[config.mk]
export PLATFORM = sky130hd
export DESIGN_NAME = mvau_stream_ctrl
export DESIGN_NICKNAME = d
export VERILOG_FILES = /design/src/rtl/mvau_stream_ctrl_pkg.sv /design/src/rtl/mvau_inp_buffer.sv /design/src/rtl/mvau_stream_ctrl.sv
export SDC_FILE = /design/constraint.sdc
export NUM_CORES = 1
export LEC_CHECK = 0
export CAP_MARGIN = 20
export CORE_ASPECT_RATIO = 0.8
export CORE_MARGIN = 2
export CORE_UTILIZATION = 45
export CTS_BUF_LIST = sky130_fd_sc_hd__clkbuf_8
export CTS_CLUSTER_SIZE = 24
export DETAILED_ROUTE_END_ITERATION = 10
export PLACE_DENSITY = 0.67
export SYNTH_ARGS = -nofsm -noshare
export SYNTH_HDL_FRONTEND = slang
export SYNTH_SLANG_ARGS = --single-unit
[constraint.sdc]
create_clock -name aclk -period 5.9 [get_ports aclk]
set_input_delay 0.59 -clock aclk [delete_from_list [all_inputs] [get_ports aclk]]
set_output_delay 0.59 -clock aclk [all_outputs]
set_load 0.02 [all_outputs]
[src/rtl/mvau_stream_ctrl_pkg.sv]
// Shared state type and fold/width helpers for the MVAU input stream controller.
package mvau_stream_ctrl_pkg;

  localparam int MIN_CNT_BW = 1;

  typedef enum logic {
    ST_WRITE = 1'b0,
    ST_READ  = 1'b1
  } state_t;

  function automatic int calc_sf(input int matrix_w, input int simd);
    return matrix_w / simd;
  endfunction

  function automatic int calc_nf(input int matrix_h, input int pe);
    return matrix_h / pe;
  endfunction

  // A counter over n values still needs one bit when n==1.
  function automatic int cnt_bw(input int n);
    return (n > 1) ? $clog2(n) : MIN_CNT_BW;
  endfunction

endpackage

[src/rtl/mvau_inp_buffer.sv]
// One-vector activation store: synchronous write, asynchronous read, no reset.
// Read data reflects rd_addr in the same cycle; no backpressure.
module mvau_inp_buffer #(
  parameter int DEPTH = 4,
  parameter int DW    = 8,
  parameter int AW    = 2
) (
  input  logic          aclk,
  input  logic          wr_en,
  input  logic [AW-1:0] wr_addr,
  input  logic [DW-1:0] wr_dat,
  input  logic [AW-1:0] rd_addr,
  output logic [DW-1:0] rd_dat
);

  logic [DW-1:0] mem [DEPTH];

  always_ff @(posedge aclk) begin
    if (wr_en) mem[wr_addr] <= wr_dat;
  end

  assign rd_dat = mem[rd_addr];

endmodule

[src/rtl/mvau_stream_ctrl.sv]
// Buffers one SF-word input vector and replays it NF times, issuing weight addresses; outputs 1 cycle after issue.
// A held output beat stalls issue and input; wmem_addr re-reads the held beat so weights stay aligned.
module mvau_stream_ctrl
  import mvau_stream_ctrl_pkg::*;
#(
  parameter int SIMD         = 2,
  parameter int TI           = 4,
  parameter int MatrixW      = 8,
  parameter int MatrixH      = 4,
  parameter int PE           = 2,
  parameter int WMEM_DEPTH   = 8,
  parameter int WMEM_ADDR_BW = 3
) (
  input  logic                    aclk,
  input  logic                    areset,
  input  logic                    in_v,
  input  logic [SIMD*TI-1:0]      in_data,
  output logic                    in_rdy,
  output logic [WMEM_ADDR_BW-1:0] wmem_addr,
  output logic [SIMD*TI-1:0]      out_inp,
  output logic                    out_v,
  output logic                    out_sf_first,
  output logic                    out_sf_last,
  input  logic                    out_rdy
);

  localparam int SF    = calc_sf(MatrixW, SIMD);
  localparam int NF    = calc_nf(MatrixH, PE);
  localparam int SF_BW = cnt_bw(SF);
  localparam int NF_BW = cnt_bw(NF);
  localparam int DW    = SIMD * TI;

  localparam logic [SF_BW-1:0]        SF_MAX   = SF_BW'(SF - 1);
  localparam logic [NF_BW-1:0]        NF_MAX   = NF_BW'(NF - 1);
  localparam logic [WMEM_ADDR_BW-1:0] ADDR_MAX = WMEM_ADDR_BW'(WMEM_DEPTH - 1);

  state_t                  state;
  logic [SF_BW-1:0]        sf_cnt;
  logic [NF_BW-1:0]        nf_cnt;
  logic [WMEM_ADDR_BW-1:0] addr_cnt;
  logic [WMEM_ADDR_BW-1:0] last_addr;
  logic [DW-1:0]           ibuf_dat;
  logic                    wr_phase;
  logic                    slot_free;
  logic                    adv;

  assign wr_phase  = (state == ST_WRITE);
  assign slot_free = !out_v || out_rdy;
  assign adv       = !areset && slot_free && (!wr_phase || in_v);
  assign in_rdy    = wr_phase && slot_free && !areset;
  // On a stall the memory re-reads the held beat so its registered output does not move.
  assign wmem_addr = areset ? '0 : (adv ? addr_cnt : last_addr);

  mvau_inp_buffer #(
    .DEPTH (SF),
    .DW    (DW),
    .AW    (SF_BW)
  ) u_ibuf (
    .aclk    (aclk),
    .wr_en   (adv && wr_phase),
    .wr_addr (sf_cnt),
    .wr_dat  (in_data),
    .rd_addr (sf_cnt),
    .rd_dat  (ibuf_dat)
  );

  always_ff @(posedge aclk) begin
    if (areset) begin
      state        <= ST_WRITE;
      sf_cnt       <= '0;
      nf_cnt       <= '0;
      addr_cnt     <= '0;
      last_addr    <= '0;
      out_v        <= 1'b0;
      out_sf_first <= 1'b0;
      out_sf_last  <= 1'b0;
      out_inp      <= '0;
    end else if (adv) begin
      out_v        <= 1'b1;
      out_inp      <= wr_phase ? in_data : ibuf_dat;
      out_sf_first <= (sf_cnt == '0);
      out_sf_last  <= (sf_cnt == SF_MAX);
      last_addr    <= addr_cnt;
      addr_cnt     <= (addr_cnt == ADDR_MAX) ? '0 : addr_cnt + 1'b1;
      if (sf_cnt == SF_MAX) begin
        sf_cnt <= '0;
        // With NF==1 the neuron fold wraps immediately and the block stays in WRITE.
        if (nf_cnt == NF_MAX) begin
          nf_cnt <= '0;
          state  <= ST_WRITE;
        end else begin
          nf_cnt <= nf_cnt + 1'b1;
          state  <= ST_READ;
        end
      end else begin
        sf_cnt <= sf_cnt + 1'b1;
      end
    end else if (out_rdy) begin
      out_v <= 1'b0;
    end
  end

endmodule

==> metrics.md <==
| Metric | Value |
|---|---|
| Die Area | `approximately 5300 um^2` |
| Final Cycle Share | `roughly three fifths` |
| Pin count of the biggest net entering global routing | `21` |
| IO Port Bufs | `26` |
| Setup_tns | `0 ps` |
| Crit Path Category | `input port to output pin` |
| WHS Endpoint | `out_sf_first` |
| Die Y | `about 66 um` |
| Max Clk Rate | `275.5 MHz` |
| N_diodes | `0` |
| Die W | `81.21 um` |
| Worst slew pin tran | `between 800 and 900 ps` |
| Sw Share | `roughly 24%` |
| Hold Crit Depth | `2` |
| Minimum clock period | `around 3600 ps` |
| Critical path data required time | `5310 ps` |
| Clock Skews | `about 7.3 ps` |
| DRT Pass-1 Iters | `4` |
| Max IR drop VDD | `0.1473 mV` |
| Yosys warns | `0` |
| CTS Hold Bufs | `0` |
| Global routing's busiest layer | `met2` |
| Post-cts gate resize count | `0` |
| Reg2Reg Depth | `4` |
| Hold Crit Start | `out_sf_first` |
| Sequential share of the synthesized area | `a little under two thirds` |
| GR Util met1 | `between 20% and 30%` |
| RSZ-0062 raised after global routing | `false` |
| Max cap viols | `0` |
| Clock Power Share | `about 29%` |
| Via density | `around 5.5` |
| Slew HR | `roughly 45%` |
| Final setup viols | `0` |
| Pwr/cell area | `roughly 270 nW/um^2` |
| Detailed-route via count | `~1,300` |
| Fraction of layout cells with a size suffix above 1 | `12.00%` |
| Final setup margin | `roughly 2300 ps` |
| Cell Rows | `22` |
| M3 GR Usage | `under 10%` |
| Syn Inst Count | `between 100 and 150` |
| Post-CTS Setup Inserts | `0` |
| GRT met2 Usage | `between 20% and 30%` |
| Avg WL per Cell | `approximately 17 um` |
| Outcome | `completed` |
| Initial DRC count | `approximately 140` |
| Routed Antenna Nets | `0` |
| LEAKAGE | `0.8214 nW` |
| Initial core utilization | `roughly 47%` |
| P_sw | `~0.16 mW` |
| Final GP Congestion | `0.7159` |
| Syn nets | `between 150 and 200` |
| Commonest non-fill, non-tap cell in the layout | `edfxtp_1` |
| Syn avg cell area | `14.50 um^2` |
| Final hold viol count | `0` |
| Final instance area | `~2500 um^2` |
| Global-route wire length before repair | `roughly 6300 um` |
| DP Area | `about 2400 um^2` |
| Number of fill cells in the layout | `around 360` |
| Total Routing Usage GR | `about 16%` |
| H-tree depth | `2` |
| FF+latch count, synth | `52` |
| Core area | `4597 um^2` |
| Skew-Pair Late Insertion Delay | `roughly 300 ps` |
| Initial antenna violation count | `0` |
| TritonCTS Buffers | `5` |
| Reg clk slew, reported paths | `around 90 ps` |
| Flop pwr share | `about 60%` |
| Int Pwr | `between 0.5 and 0.6 mW` |
| CTS tree | `done` |
| # IOs | `27` |
| CP Capture Type | `output pin` |
| Reg-to-reg slack, setup | `3310 ps` |
| Unique cell type count in the Yosys netlist | `26` |
| Layout area overhead | `18.31%` |
| WL final | `3951 um` |
| Critical-path maximum fanout | `20` |
| Post-layout nets | `~190` |
| CP startpoint kind | `input port` |
| Vias in the first global route | `roughly 1,200` |
| Pwr Total | `slightly below 0.7 mW` |
| Arrival @ worst endpoint | `a little over 3000 ps` |
| Gate power share | `a little over a tenth` |
| Dpl ws | `approximately 2300 ps` |
| Clk buf depth | `2` |
| Max Slew Vio Count | `0` |
| Clock sinks | `52` |
| HP Class | `flop to flop` |
| Grt total ovfl | `0` |
| Most frequent cells in the layout | `edfxtp_1, clkdlybuf4s50_1, dfxtp_1` |
| CTS root buffer | `clkbuf_8` |
| Remaining DRCs | `0` |
| R2r endpoint | `u_ibuf.mem[2][5]` |
| Synth Cell Area | `about 2100 um^2` |
| DP HPWL | `2635 um` |
| Reg2reg start | `state` |
[cells in the mapped netlist]
library cell  count  area share [%]
nor3b_1           3             1.0
or2_4             1            0.41
a21oi_1           5             1.2
o211ai_1         15             5.2
buf_1             1            0.17
dfxtp_1          20              19
edfxtp_1         32              45
nand4_1           4             1.2
inv_1             9             1.6
mux4_1            1             1.2
ha_1              6             3.5
buf_4             2            0.70
mux4_2            7             7.3
mux2i_1           8             3.7
nand2b_1          1            0.29
nand3_4           1            0.82
nor2_2            1            0.29
o21ai_0           7             1.6
clkbuf_1          3            0.52
buf_6             1            0.52
nor3_1            1            0.23
nor2_1            2            0.35
o31ai_1           5             1.7
nor2b_1           1            0.29
buf_2             4            0.93
o21ai_1           7             1.6
[power groups by stage]
stage	clock (mW)	combinational (mW)	sequential (mW)
floorplan	0	0.0444	0.417
global placement	0	0.0712	0.419
detailed placement	0	0.0732	0.419
CTS	0.201	0.0735	0.411
global route	0.220	0.0794	0.413
finish	0.199	0.0732	0.410
[worst max-delay path by stage]
stage	start	endpoint	slack, ps	cells past startpoint
4_1_cts	areset	wmem_addr[1]	2260	5
5_1_grt	areset	wmem_addr[1]	2020	5
2_1_floorplan	out_rdy	wmem_addr[1]	3690	4
3_5_place_dp	areset	wmem_addr[1]	2260	5
6_report	areset	wmem_addr[1]	2270	5
3_3_place_gp	areset	wmem_addr[1]	2460	5
[critical path: stages]
cell             delay [ps]
clkdlybuf4s50_1         570
inv_1                   560
nand3_4                 310
o21ai_0                 340
clkdlybuf4s50_1         660
[logic make-up after synthesis]
family	synth area share (%)
adders and majority gates	3.498
DFF	63.44
and+or+nand+nor	4.898
buffers and inverters	4.431
muxes	12.30
AOI/OAI and AO/OA	11.43
[state kept, by name, summed over array words and instances, names as in the netlist]
name / flops
u_ibuf.mem: 32
out_inp: 8
addr_cnt: 3
last_addr: 3
sf_cnt: 2
out_sf_first: 1
out_sf_last: 1
out_v: 1
state: 1
[stage by stage]
step	instances	hold slack, ps	utilization, %
after detailed placement	227	473.5	53.29
after floorplan	148	479.0	-
after CTS	235	485.5	55.23
after global placement	227	461.2	53.29
after global routing	235	514.2	55.23
final	235	481.7	55.23
[routing by layer]
metal / wire (um) / vias to the layer above
met1: 1879 / 642
met4: 36 / 0
met2: 1877 / 26
met3: 157 / 5
li1: - / 624
met5: 0 / -
[area by class of cell]
class	count	area [um^2]	share of cell area, %
Timing Repair Buffer	30	290.3	11.43
Inverter	9	33.78	1.331
Tap cell	60	75.07	2.957
Multi-Input combinational cell	76	689.4	27.16
Clock inverter	3	20.02	0.7886
Clock buffer	5	68.82	2.711
Sequential cell	52	1361	53.62
Note: power is estimated with default switching activity, not from simulation.
